## src/rtl/ts_link_pkg.sv

```systemverilog
// Shared definitions for the TS GTX link (transmit framer and receive deframer).
// Holds the K-code bytes, the CRC-16/CCITT-FALSE constants, the frame FSM
// state encoding and the one-word CRC update function.
package ts_link_pkg;

  // K-characters carried in the low byte of a K-flagged word
  localparam logic [7:0] K_COMMA = 8'hBC;  // K28.5, idle / alignment
  localparam logic [7:0] K_SOF   = 8'h3C;  // K28.1, start of frame
  localparam logic [7:0] K_EOF   = 8'h5C;  // K28.2, end of frame

  localparam logic [15:0] CRC_POLY = 16'h1021;
  localparam logic [15:0] CRC_INIT = 16'hFFFF;

  // Frame FSM encoding: IDLE -> SOF -> PAY -> CRC -> EOF -> IDLE
  localparam int unsigned ST_W = 3;
  localparam logic [ST_W-1:0] ST_IDLE = 3'd0;
  localparam logic [ST_W-1:0] ST_SOF  = 3'd1;
  localparam logic [ST_W-1:0] ST_PAY  = 3'd2;
  localparam logic [ST_W-1:0] ST_CRC  = 3'd3;
  localparam logic [ST_W-1:0] ST_EOF  = 3'd4;

  // Fold one 16-bit word into the CRC, MSB first, no reflection
  function automatic logic [15:0] crc16_next(input logic [15:0] crc_in,
                                             input logic [15:0] data);
    logic [15:0] c;
    logic        fb;
    c = crc_in;
    for (int i = 15; i >= 0; i--) begin
      fb = c[15] ^ data[i];
      c  = {c[14:0], 1'b0};
      if (fb) c = c ^ CRC_POLY;
    end
    return c;
  endfunction

endpackage

```

## src/rtl/ts_crc16.sv

```systemverilog
// CRC-16/CCITT-FALSE accumulator, one 16-bit word per clock.
// Ports:
//   clk, reset_soft : clock and synchronous active-high reset
//   init            : restart from CRC_INIT
//   en              : fold data into the CRC this cycle
//   data            : word to fold in
//   crc             : registered CRC value
// With init and en together the word is folded into a fresh CRC_INIT, so the
// first word of a frame can be absorbed in the same cycle the CRC is seeded.
module ts_crc16
  import ts_link_pkg::*;
(
  input  logic        clk,
  input  logic        reset_soft,
  input  logic        init,
  input  logic        en,
  input  logic [15:0] data,
  output logic [15:0] crc
);

  logic [15:0] crc_next_c;

  assign crc_next_c = crc16_next(init ? CRC_INIT : crc, data);

  // Accumulator register
  always_ff @(posedge clk) begin
    if (reset_soft) begin
      crc <= CRC_INIT;
    end else if (en) begin
      crc <= crc_next_c;
    end else if (init) begin
      crc <= CRC_INIT;
    end
  end

endmodule

```

## src/rtl/ts_tx_framer.sv

```systemverilog
// Transmit framer for the trigger-scintillator GTX link.
// Emits comma idles {idle_cnt, BC} between frames and frames as
// SOF {seq,3C}, NWORDS payload words, CRC-16, EOF {frames_sent[7:0],5C}.
// Ports:
//   tx_clk       : txusrclk2, the only clock
//   reset_soft   : synchronous active-high reset, aborts a frame in flight
//   enable       : allow new frames to start
//   frame_data   : NWORDS x 16-bit payload, word 0 in the low bits, sent first
//   frame_valid  : frame_data is valid
//   frame_ready  : frame accepted this cycle if frame_valid is high
//   tx_d, tx_k   : GTX txdata / txcharisk (tx_k[0] qualifies tx_d[7:0])
//   busy         : SOF..EOF in flight
//   frames_sent  : completed EOF count, wraps
// All outputs are registered: the next-cycle value is computed alongside the
// next state, so each word appears exactly in the cycle its state is active.
module ts_tx_framer
  import ts_link_pkg::*;
#(
  parameter int unsigned NWORDS   = 8,
  parameter int unsigned IDLE_MIN = 4
) (
  input  logic                  tx_clk,
  input  logic                  reset_soft,
  input  logic                  enable,
  input  logic [16*NWORDS-1:0]  frame_data,
  input  logic                  frame_valid,
  output logic                  frame_ready,
  output logic [15:0]           tx_d,
  output logic [1:0]            tx_k,
  output logic                  busy,
  output logic [15:0]           frames_sent
);

  localparam int unsigned DW  = 16 * NWORDS;
  localparam int unsigned WCW = (NWORDS > 1) ? $clog2(NWORDS) : 1;
  localparam logic [WCW-1:0] LAST_WORD = WCW'(NWORDS - 1);
  localparam logic [7:0]     GAP_FULL  = 8'(IDLE_MIN);

  logic [ST_W-1:0] state,       state_nxt;
  logic [DW-1:0]   pay_buf,     pay_buf_nxt;
  logic [WCW-1:0]  word_cnt,    word_cnt_nxt;
  logic [7:0]      seq,         seq_nxt;
  logic [7:0]      idle_cnt,    idle_cnt_nxt;
  logic [7:0]      gap_cnt,     gap_cnt_nxt;
  logic            frame_ready_nxt;
  logic [15:0]     tx_d_nxt;
  logic [1:0]      tx_k_nxt;
  logic            busy_nxt;
  logic [15:0]     frames_sent_nxt;

  logic            accept_c;
  logic            crc_init_c;
  logic            crc_en_c;
  logic [15:0]     crc_q;

  assign accept_c = frame_valid && frame_ready;

  // CRC absorbs each payload word as it is loaded into tx_d, so after the
  // last word is on the line crc_q already holds the frame CRC.
  ts_crc16 u_crc (
    .clk        (tx_clk),
    .reset_soft (reset_soft),
    .init       (crc_init_c),
    .en         (crc_en_c),
    .data       (pay_buf[15:0]),
    .crc        (crc_q)
  );

  // Next state and next registered outputs
  always_comb begin
    state_nxt       = state;
    pay_buf_nxt     = pay_buf;
    word_cnt_nxt    = word_cnt;
    seq_nxt         = seq;
    idle_cnt_nxt    = idle_cnt;
    gap_cnt_nxt     = gap_cnt;
    frames_sent_nxt = frames_sent;
    tx_d_nxt        = tx_d;
    tx_k_nxt        = tx_k;
    crc_init_c      = 1'b0;
    crc_en_c        = 1'b0;

    case (state)
      ST_IDLE: begin
        idle_cnt_nxt = idle_cnt + 8'd1;
        if (gap_cnt != GAP_FULL) gap_cnt_nxt = gap_cnt + 8'd1;
        tx_k_nxt = 2'b01;
        if (accept_c) begin
          state_nxt   = ST_SOF;
          pay_buf_nxt = frame_data;
          tx_d_nxt    = {seq, K_SOF};
        end else begin
          tx_d_nxt    = {idle_cnt + 8'd1, K_COMMA};
        end
      end
      ST_SOF: begin
        crc_init_c   = 1'b1;
        crc_en_c     = 1'b1;
        state_nxt    = ST_PAY;
        word_cnt_nxt = '0;
        tx_d_nxt     = pay_buf[15:0];
        tx_k_nxt     = 2'b00;
        pay_buf_nxt  = pay_buf >> 16;
      end
      ST_PAY: begin
        tx_k_nxt = 2'b00;
        if (word_cnt == LAST_WORD) begin
          state_nxt = ST_CRC;
          tx_d_nxt  = crc_q;
        end else begin
          crc_en_c     = 1'b1;
          word_cnt_nxt = word_cnt + WCW'(1);
          tx_d_nxt     = pay_buf[15:0];
          pay_buf_nxt  = pay_buf >> 16;
        end
      end
      ST_CRC: begin
        state_nxt = ST_EOF;
        tx_d_nxt  = {frames_sent[7:0], K_EOF};
        tx_k_nxt  = 2'b01;
      end
      ST_EOF: begin
        state_nxt       = ST_IDLE;
        frames_sent_nxt = frames_sent + 16'd1;
        seq_nxt         = seq + 8'd1;
        gap_cnt_nxt     = 8'd0;
        tx_d_nxt        = {idle_cnt, K_COMMA};
        tx_k_nxt        = 2'b01;
      end
      default: begin
        state_nxt = ST_IDLE;
        tx_d_nxt  = {idle_cnt, K_COMMA};
        tx_k_nxt  = 2'b01;
      end
    endcase

    busy_nxt        = (state_nxt != ST_IDLE);
    frame_ready_nxt = (state_nxt == ST_IDLE) && enable && (gap_cnt_nxt == GAP_FULL);
  end

  // State and output registers
  always_ff @(posedge tx_clk) begin
    if (reset_soft) begin
      state       <= ST_IDLE;
      pay_buf     <= '0;
      word_cnt    <= '0;
      seq         <= 8'd0;
      idle_cnt    <= 8'd0;
      gap_cnt     <= 8'd0;
      frame_ready <= 1'b0;
      tx_d        <= {8'h00, K_COMMA};
      tx_k        <= 2'b01;
      busy        <= 1'b0;
      frames_sent <= 16'd0;
    end else begin
      state       <= state_nxt;
      pay_buf     <= pay_buf_nxt;
      word_cnt    <= word_cnt_nxt;
      seq         <= seq_nxt;
      idle_cnt    <= idle_cnt_nxt;
      gap_cnt     <= gap_cnt_nxt;
      frame_ready <= frame_ready_nxt;
      tx_d        <= tx_d_nxt;
      tx_k        <= tx_k_nxt;
      busy        <= busy_nxt;
      frames_sent <= frames_sent_nxt;
    end
  end

endmodule

```

## config.mk

```make
export PLATFORM = sky130hd
export DESIGN_NAME = ts_tx_framer
export DESIGN_NICKNAME = d
export VERILOG_FILES = /design/src/rtl/ts_link_pkg.sv /design/src/rtl/ts_crc16.sv /design/src/rtl/ts_tx_framer.sv
export SDC_FILE = /design/constraint.sdc
export NUM_CORES = 1
export LEC_CHECK = 0
export CAP_MARGIN = 10
export CELL_PAD_IN_SITES_DETAIL_PLACEMENT = 1
export CELL_PAD_IN_SITES_GLOBAL_PLACEMENT = 1
export CORE_MARGIN = 3
export CORE_UTILIZATION = 40
export DETAILED_ROUTE_END_ITERATION = 10
export PLACE_DENSITY = 0.79
export REMOVE_ABC_BUFFERS = 1
export SLEW_MARGIN = 25
export SYNTH_ARGS = -nofsm -noshare
export SYNTH_HDL_FRONTEND = slang
export SYNTH_SLANG_ARGS = --single-unit
export TNS_END_PERCENT = 1
```

## constraint.sdc

```tcl
create_clock -name tx_clk -period 2.9 [get_ports tx_clk]
set_input_delay 0.58 -clock tx_clk [delete_from_list [all_inputs] [get_ports tx_clk]]
set_output_delay 0.58 -clock tx_clk [all_outputs]
set_load 0.005 [all_outputs]
```

After elaboration in Yosys (flattened, before gate mapping). Cells that the tools add are included.

Register bits: 210. Logic and storage cells: 104.

Muxes and demuxes: 35. Add/subtract/negate cells: 5. Reductions and logical operators: 11. Equality and inequality tests: 9. Bitwise operators: 32.

Operator list (number): case mux 128 bit (3 select lines) (1); 2-to-1 mux 128 bit (2); 2-to-1 mux 13 bit (16); 2-to-1 mux 16 bit (4); case mux 16 bit (4 select lines) (1); NOT 3 bit (16); adder 8 x 1 -> 8 bit, second input constant (3); adder 16 x 1 -> 16 bit, second input constant (1); case mux 8 bit (2 select lines) (1); XOR 1 bit (16); case mux 3 bit (4 select lines) (1); 2-to-1 mux 3 bit (3); equality test 8 x 3 -> 1 bit, second input constant (1); 2-to-1 mux 8 bit (1); != test 8 x 3 -> 1 bit, second input constant (1); equality test 3 x 2 -> 1 bit, second input constant (2); equality test 3 bit, second input constant (2); zero test 3 bit (2); case mux 3 bit (2 select lines) (1); nonzero test 3 bit (2); != test 2 bit, second input constant (2); adder 3 x 1 -> 3 bit, second input constant (1); equality test 3 x 1 -> 1 bit, second input constant (1); logical AND 1 bit (3); other kinds (6) (8).

Depth between registers and ports, before layout. Gate-level depths: netlist of the first run.

Depth in word-level cells: 36. Gate-level depth with buffers: 11.

Modules after synthesis. From an unflattened synthesis of the first run, not the netlist that was laid out.

Cell total of the unflattened synthesis: 1095. Area total of the unflattened synthesis: 10820.4 µm².

Modules (own cells, without submodules): ts_tx_framer (cells an instance 945, area each 9357.7 µm², seq. area each 3863.7 µm², instances 1); ts_crc16 (cells an instance 150, area each 1462.7 µm², seq. area each 320.3 µm², instances 1).

Worst setup path before layout of the first run. OpenSTA, ideal clock, no wires.

Kind: reg2reg. Start: register state[2]. End: register u_crc.crc[0]. Path buffers: 0. Library setup time: 0.120 ns. Setup slack: 0.328 ns. Arrival time: 2.453 ns. Cell stages (with the launch flop): 8. Path through: dfxtp_1 > or3b_4 > a211oi_4 > xor3_2 > xnor3_2 > xnor2_4 > nor2_2 > a211o_1.

Longest elaborated chain between the ends: 20. Elaborated cells on any way between the ends: 30. Classes of those cells: 2 x eq/ne; 17 x mux; 11 x bitwise.

RTL lines: start, declared (RTL line ts_tx_framer.sv:39) `logic [ST_W-1:0] state, state_nxt;`; start signal, assigned (RTL line ts_tx_framer.sv:156) `state <= state_nxt;`; equality test 3 x 1 -> 1 bit (RTL line ts_tx_framer.sv:83) `case (state)`; 2-to-1 mux 1 bit (RTL line ts_tx_framer.sv:83); 2-to-1 mux 16 bit; 2-to-1 mux 13 bit (4 in series) (RTL line ts_link_pkg.sv:31) `if (fb) c = c ^ CRC_POLY;`; NOT 3 bit (no line); 2-to-1 mux 13 bit (7 in series) (RTL line ts_link_pkg.sv:31); NOT 3 bit (no line); 2-to-1 mux 13 bit (RTL line ts_link_pkg.sv:31); XOR 1 bit (RTL line ts_link_pkg.sv:29) `fb = c[15] ^ data[i];`; 2-to-1 mux 13 bit (RTL line ts_link_pkg.sv:31); 2-to-1 mux 16 bit (*) (RTL line ts_crc16.sv:29) `end else if (en) begin`; end signal, assigned (RTL line ts_crc16.sv:30) `crc <= crc_next_c;`; end, declared (RTL line ts_crc16.sv:18) `output logic [15:0] crc`.

Mark *: on every way between the ends. The rest lies on a longest branch, timed or not. A chain may end at the register's enable or synchronous reset.

Final worst setup path of the first run.
Start: register state[1]. End: register pay_buf[95].

Longest elaborated chain between the ends: 3. Elaborated cells on any way between the ends: 8. Classes of those cells: 4 x eq/ne; 1 x mux; 3 x reduce/logical.

RTL lines: equality test 3 x 2 -> 1 bit (tied with other cells) (RTL line ts_tx_framer.sv:83); != test 2 bit (no line) / nonzero test 3 bit (equally long branches); AND reduction 3 bit (no line); end signal, assigned (RTL line ts_tx_framer.sv:157) `pay_buf <= pay_buf_nxt;`; end, declared (RTL line ts_tx_framer.sv:40) `logic [DW-1:0] pay_buf, pay_buf_nxt;`.

Parallel ways exist; a longest one is shown, timed or not.

==> results of run 1 <==
-- sequential cells by signal, summed over array words and instances (netlist names) --
name and count:
gap_cnt 8, idle_cnt 8, u_crc.crc 16, frames_sent 16
tx_k 1, frame_ready 1, tx_d 16, pay_buf 128
seq 8, word_cnt 3, state 3, busy 1
-- logic make-up after synthesis --
logic type | Yosys count
and+or+nand+nor | 347
DFF | 209
other | 1
buffers and inverters | 92
adders and majority gates | 7
muxes | 115
AOI/OAI and AO/OA | 243
xor gates and xnor gates | 72
-- synthesized netlist by cell type (6+ instances only) --
library cell  instances
nand2b_1              6
nand2_1              56
buf_2                14
nor2_1              189
xnor2_1              35
and3_1               11
or3_1                 9
nor3_1               10
clkbuf_1             62
dfxtp_1             209
a211oi_1            114
mux2i_1             115
a22oi_1               8
o21ai_0              21
a211o_1               9
buf_1                 8
inv_1                 7
nand4_1               6
a21oi_1              54
ha_1                  7
nand3_1              33
xor2_1               32
-- area by class of cell --
type | instances | area, sq um | area share, %
clock buffer | 37 | 699.4 | 5.565
clock inverter | 4 | 36.28 | 0.2887
inverter | 7 | 26.28 | 0.2091
multi-input combinational | 785 | 5175 | 41.17
sequential | 209 | 4184 | 33.29
tap | 319 | 399.1 | 3.176
timing repair buffer | 204 | 2048 | 16.30
-- where the power goes --
group          internal (W)  switching, W  leakage, nW  total (W)
combinational      0.000704      0.000698         3.15    0.00140
sequential          0.00306      0.000144         1.69    0.00320
clock               0.00165       0.00118        0.352    0.00284
total               0.00541       0.00203         5.19    0.00744
-- worst paths after layout --
path	from	to	slack, ns
worst max-delay path	state[1]	pay_buf[95]	0.27
worst min-delay path	pay_buf[124]	pay_buf[124]	0.45
worst max register to register	state[1]	pay_buf[95]	0.27
worst min register to register	pay_buf[124]	pay_buf[124]	0.45
-- per-layer routing --
| layer | up-vias | part of all wire [%] |
|---|---|---|
| met1 | 3979 | 43 |
| met3 | 33 | 6.9 |
| met5 | - | 0.048 |
| li1 | 4154 | - |
| met2 | 157 | 49 |
| met4 | 2 | 1.6 |
-- worst max-delay path, cell delays in order (launching register included) --
cell and delay (ns):
dfxtp_1 0.37, buf_4 0.26, nand2b_1 0.15, nor2_1 0.37, o2bb2ai_1 0.23, and2_4 0.34, buf_4 0.38, nor2_1 0.09
a211oi_1 0.29
-- stage by stage --
| step | hold WS [ns] | utilization [%] | setup WS (ns) | instance area (sq um) | setup TNS (ns) |
|---|---|---|---|---|---|
| final | 0.4522 | 53.07 | 0.2679 | 12570 | 0 |
| after global routing | 0.4567 | 53.07 | 0.07970 | 12570 | 0 |
| after CTS | 0.4484 | 53.07 | 0.2813 | 12570 | 0 |
| after detailed placement | 0.4442 | 49.96 | 0.3088 | 11830 | 0 |
| after global placement | 0.4372 | 49.96 | 0.3872 | 11830 | 0 |
| after floorplan | 0.4251 | - | -6.444 | 9375 | -818.74 |
==> flow_summary_export.csv, run 1 <==
group,metric,value,unit
logic_synthesis,synth_cells,1086,
detailed_routing,via_per_inst,5.319,
critical_path,r2r_cells,8,
logic_synthesis,syn_area_per_cell,8.946,sq um
logic_synthesis,syn_area,0.009716,sq mm
place,place_hpwl,18.74,mm
timing,skew,0.01460,ns
logic_synthesis,synth_xor_xnor_area_share,7.289,%
critical_path,arrival,3.04,ns
finish,fill_cells,2777,
die,start_util,41.02,%
clocking,insertion_delay,0.52,ns
global_route,antenna_found_initial,1,
detailed_routing,post-route-drc-count,0,
die,io_pins,168,
critical_path,path_class,"reg2reg",
power_and_ir_drop,p_per_area,591.8,mW/mm^2
global_route,grt.busiest_layer,"met2",
critical_path,crit_fanout,34,
logic_synthesis,synth_top_area_share,43.07,%
critical_path,critPathCaptureType,"flip-flop",
logic_synthesis,synth-compound-area-share,17.32,%
finish,area_growth,29.36,%
detailed_routing,wirelength,27.19,mm
job,maxCapViolations,0,
status,status,"finished clean",
place,dpl.cell_count,1524,
timing,hold_viol,0,
logic_synthesis,async_reset_ff_share,0,%
critical_path,start_kind,"flip-flop",
logic_synthesis,synthAdderAreaFrac,0.9015,%
finish,final_common_cell,"dfxtp_1",
timing,setup_viol,0,
detailed_routing,vias,8325,
finish,drive_gt1_share,6.742,%
detailed_routing,dr.pass1.iters,4,
clocking,cts_tree,"built",
finish,fin_cells,1565,
timing,rsz0062_at_grt,"false",
die,row_count,56,
clocking,cts_resized,0,
clocking,hold_buffers,0,
critical_path,crit_required,3.31,ns
power_and_ir_drop,vdd_ir_drop_max,0.3678,mV
clocking,clockBufferDepth,3,
die,die_width,161.9,um
logic_synthesis,synth_area_leaders,"dfxtp_1 43%, mux2i_1 12%, a211oi_1 8.8%",
timing,slew_headroom,44.93,%
clocking,path_clk_slew,0.07,ns
global_route,grtUsageTotal,20.34,%
logic_synthesis,synth_edf_count,0,
die,die_area,0.02620,sq mm
global_route,grt_pass1_vias,8616,
detailed_routing,drt-initial-drc-count,416,
timing,slew_viol_final,0,
detailed_routing,wl_per_cell,17.38,um
global_route,gr-usage-met2,35.92,%
timing,clock.fmax,379.9,MHz
timing,period_share,90.76,%
logic_synthesis,seq_area_frac_synth,43.07,%
logic_synthesis,ys_warn_count,0,
clocking,numCtsBuffers,24,
finish,nets,1370,
timing,worstMarginPinSlew,0.8261,ns
logic_synthesis,synth_top_family_by_area,"compound AO/OA/AOI/OAI gates",
power_and_ir_drop,leakagePower,5.191,nW
finish,num_antenna_cells,0,
logic_synthesis,synthDistinctLibCells,54,
clocking,htree_num_levels,1,
logic_synthesis,synth-simple-area-share,15.76,%
hold_path,holdPathStages,2,
clocking,cts_setup_buffers,0,
finish,final_cell_mix,"209 x dfxtp_1, 188 x nor2_1, 165 x clkdlybuf4s50_1",
logic_synthesis,dominantRegCellSynth,"dfxtp_1",
clocking,clock-root-buffer,"clkbuf_16",
timing,period_needed,2.632,ns
die,core,0.02368,sq mm
global_route,overflow,0,
hold_path,hp-class,"reg2reg",
die,die_h,161.9,um
detailed_routing,postRouteAntennaNets,0,
power_and_ir_drop,power,0.007438,W
logic_synthesis,muxShareOfSynthArea,11.85,%
clocking,clock_sinks,209,
place,gp_congestion,0.8113,
global_route,grt_max_degree,154,
logic_synthesis,synth_top_area_cell,"dfxtp_1",
global_route,grtUsageMet3,5.713,%
place,port_buffers,166,
global_route,met1_usage,24.92,%
global_route,grt_pass1_wl,44.24,mm
logic_synthesis,ys_ff_latch,209,
No activity file was read; power rests on OpenSTA's default activity.
==> run 2, diff against run 1 <==
--- a/config.mk
+++ b/config.mk
@@ -5,13 +5,11 @@
 export SDC_FILE = /design/constraint.sdc
 export NUM_CORES = 1
 export LEC_CHECK = 0
-export CAP_MARGIN = 10
-export CELL_PAD_IN_SITES_DETAIL_PLACEMENT = 1
-export CELL_PAD_IN_SITES_GLOBAL_PLACEMENT = 1
 export CORE_MARGIN = 3
-export CORE_UTILIZATION = 40
+export CORE_UTILIZATION = 55
+export CTS_BUF_LIST = sky130_fd_sc_hd__clkbuf_4 sky130_fd_sc_hd__clkbuf_8
 export DETAILED_ROUTE_END_ITERATION = 10
-export PLACE_DENSITY = 0.79
+export PLACE_DENSITY = 0.82
 export REMOVE_ABC_BUFFERS = 1
 export SLEW_MARGIN = 25
 export SYNTH_ARGS = -nofsm -noshare
==> run 2 against run 1 <==
Compared with the run above: sequential power is essentially flat; final cell count decreased by 5.8%; maximum frequency is 1.5% lower; critical path type unchanged; via count shrank 1.0%; largest cell class unchanged.
==> flow_summary_export.csv, run 2 (same netlist as run 1, synthesis figures left out) <==
group,metric,value,unit
clocking,cts_setup_buffers,0,
die,die_h,138.9,um
die,start_util,57.37,%
timing,hold_viol,0,
critical_path,slowest_delay,0.48,ns
critical_path,arrival,3.09,ns
timing,setup_viol,0,
global_route,met1_usage,27.87,%
die,core,0.01694,sq mm
clocking,clock-root-buffer,"clkbuf_8",
place,place_hpwl,15.13,mm
timing,worstMarginPinSlew,0.8474,ns
critical_path,crit_chain,"or3b_4 -> a211oi_4 -> xor3_2 -> xnor3_2 -> xnor2_4 -> nor2_2 -> a211o_1",
detailed_routing,wl_per_cell,15.65,um
clocking,numCtsBuffers,36,
critical_path,regToRegStartpoint,"state[0]",
global_route,gr-usage-met2,38.43,%
power_and_ir_drop,vdd_ir_drop_max,0.5008,mV
hold_path,whs_endpoint,"pay_buf[125]",
finish,final_common_cell,"dfxtp_1",
critical_path,timing.rr.end,"u_crc.crc[0]",
detailed_routing,drt-initial-drc-count,462,
timing,skew,0.01217,ns
critical_path,crit_fanout,5,
global_route,grt_pass1_wl,37.69,mm
clocking,cts_resized,0,
global_route,grt_max_degree,120,
clocking,clock_sinks,209,
clocking,insertion_delay,0.53,ns
global_route,grtUsageMet3,7.345,%
critical_path,crit_required,3.32,ns
place,port_buffers,166,
detailed_routing,postRouteAntennaNets,0,
hold_path,holdPathStages,2,
timing,slew_viol_final,0,
power_and_ir_drop,leakagePower,5.164,nW
detailed_routing,dr.pass1.iters,4,
finish,num_antenna_cells,0,
detailed_routing,wirelength,23.08,mm
timing,slew_headroom,43.37,%
global_route,grt_pass1_vias,7814,
timing,clock.fmax,374.2,MHz
detailed_routing,post-route-drc-count,0,
timing,rsz0062_at_grt,"false",
global_route,grt.busiest_layer,"met2",
timing,period_share,92.14,%
finish,final_cell_mix,"209 x dfxtp_1, 188 x nor2_1, 165 x clkdlybuf4s50_1",
global_route,antenna_found_initial,0,
clocking,hold_buffers,0,
global_route,grtUsageTotal,22.91,%
status,status,"finished clean",
critical_path,crit_family,"XOR/XNOR gates",
critical_path,path_class,"reg2reg",
power_and_ir_drop,power,0.007238,W
critical_path,path_buf_inv,0,
clocking,cts_tree,"built",
clocking,clockBufferDepth,3,
place,dp_slack,0.2290,ns
clocking,htree_num_levels,2,
finish,drive_gt1_share,8.048,%
critical_path,critPathCaptureType,"flip-flop",
timing,period_needed,2.672,ns
critical_path,slowest_stage,"xnor3_2",
job,maxCapViolations,0,
finish,largest_register_ffs,128,
finish,area_growth,26.72,%
critical_path,start_kind,"flip-flop",
finish,nets,1373,
hold_path,worstHoldStart,"pay_buf[125]",
global_route,overflow,0,
place,gp_congestion,0.9164,
detailed_routing,via_per_inst,5.586,
die,die_area,0.01930,sq mm
timing,fin_ws,0.2279,ns
critical_path,r2r_cells,7,
power_and_ir_drop,p_per_area,587.9,mW/mm^2
detailed_routing,vias,8240,
finish,regMostFlops,"pay_buf",
finish,fill_cells,1336,
clocking,path_clk_slew,0.06,ns
die,io_pins,168,
critical_path,regToRegSetupSlack,0.23,ns
die,die_width,138.9,um
die,row_count,47,
hold_path,hp-class,"reg2reg",
-- run 2: worst max-delay path by stage --
stage / startpoint / to / depth (start not counted)
2_1_floorplan: state[2] / pay_buf[0] / 4
3_3_place_gp: state[0] / u_crc.crc[0] / 7
3_5_place_dp: state[0] / u_crc.crc[0] / 7
4_1_cts: state[0] / u_crc.crc[0] / 7
5_1_grt: state[0] / u_crc.crc[5] / 7
6_report: state[0] / u_crc.crc[0] / 7
-- run 2: worst min-delay path, delay by kind of cell (launching register included) --
kind / cells / cell delay [ns]
AOI/OAI and AO/OA: 1 / 0.05
and+or+nand+nor: 1 / 0.05
DFF: 1 / 0.31
-- run 2: metrics by stage --
stage | std cells | hold WS [ns] | instance area, sq um | TNS [ns] | utilization [%]
2_1_floorplan | 1001 | 0.4251 | 9375 | -818.74 | -
3_3_place_gp | 1416 | 0.4370 | 11580 | 0 | 68.37
3_5_place_dp | 1416 | 0.4429 | 11580 | 0 | 68.37
4_1_cts | 1475 | 0.4314 | 12310 | 0 | 72.70
5_1_grt | 1475 | 0.4637 | 12310 | 0 | 72.70
6_report | 1475 | 0.4486 | 12310 | 0 | 72.70
-- run 2: final cells by class --
type,instances,area [sq um],area share (%)
well taps,220,275.3,2.236
inverters,7,26.28,0.2134
clock buffers,56,714.4,5.803
flip-flops and latches,209,4184,33.98
repair buffers,195,1918,15.58
clock inverters,3,18.77,0.1524
multi-input cells,785,5175,42.03
-- run 2: where the power goes --
part | total (W) | internal (W) | switching (W)
logic | 0.00134 | 0.000685 | 0.000658
registers | 0.00320 | 0.00306 | 0.000138
clock network | 0.00270 | 0.00156 | 0.00114
-- run 2: per-layer routing --
metal	up-vias	routed length, um
li1	4175	-
met1	3776	9727
met2	244	11010
met3	45	1899
met4	0	442
met5	-	0
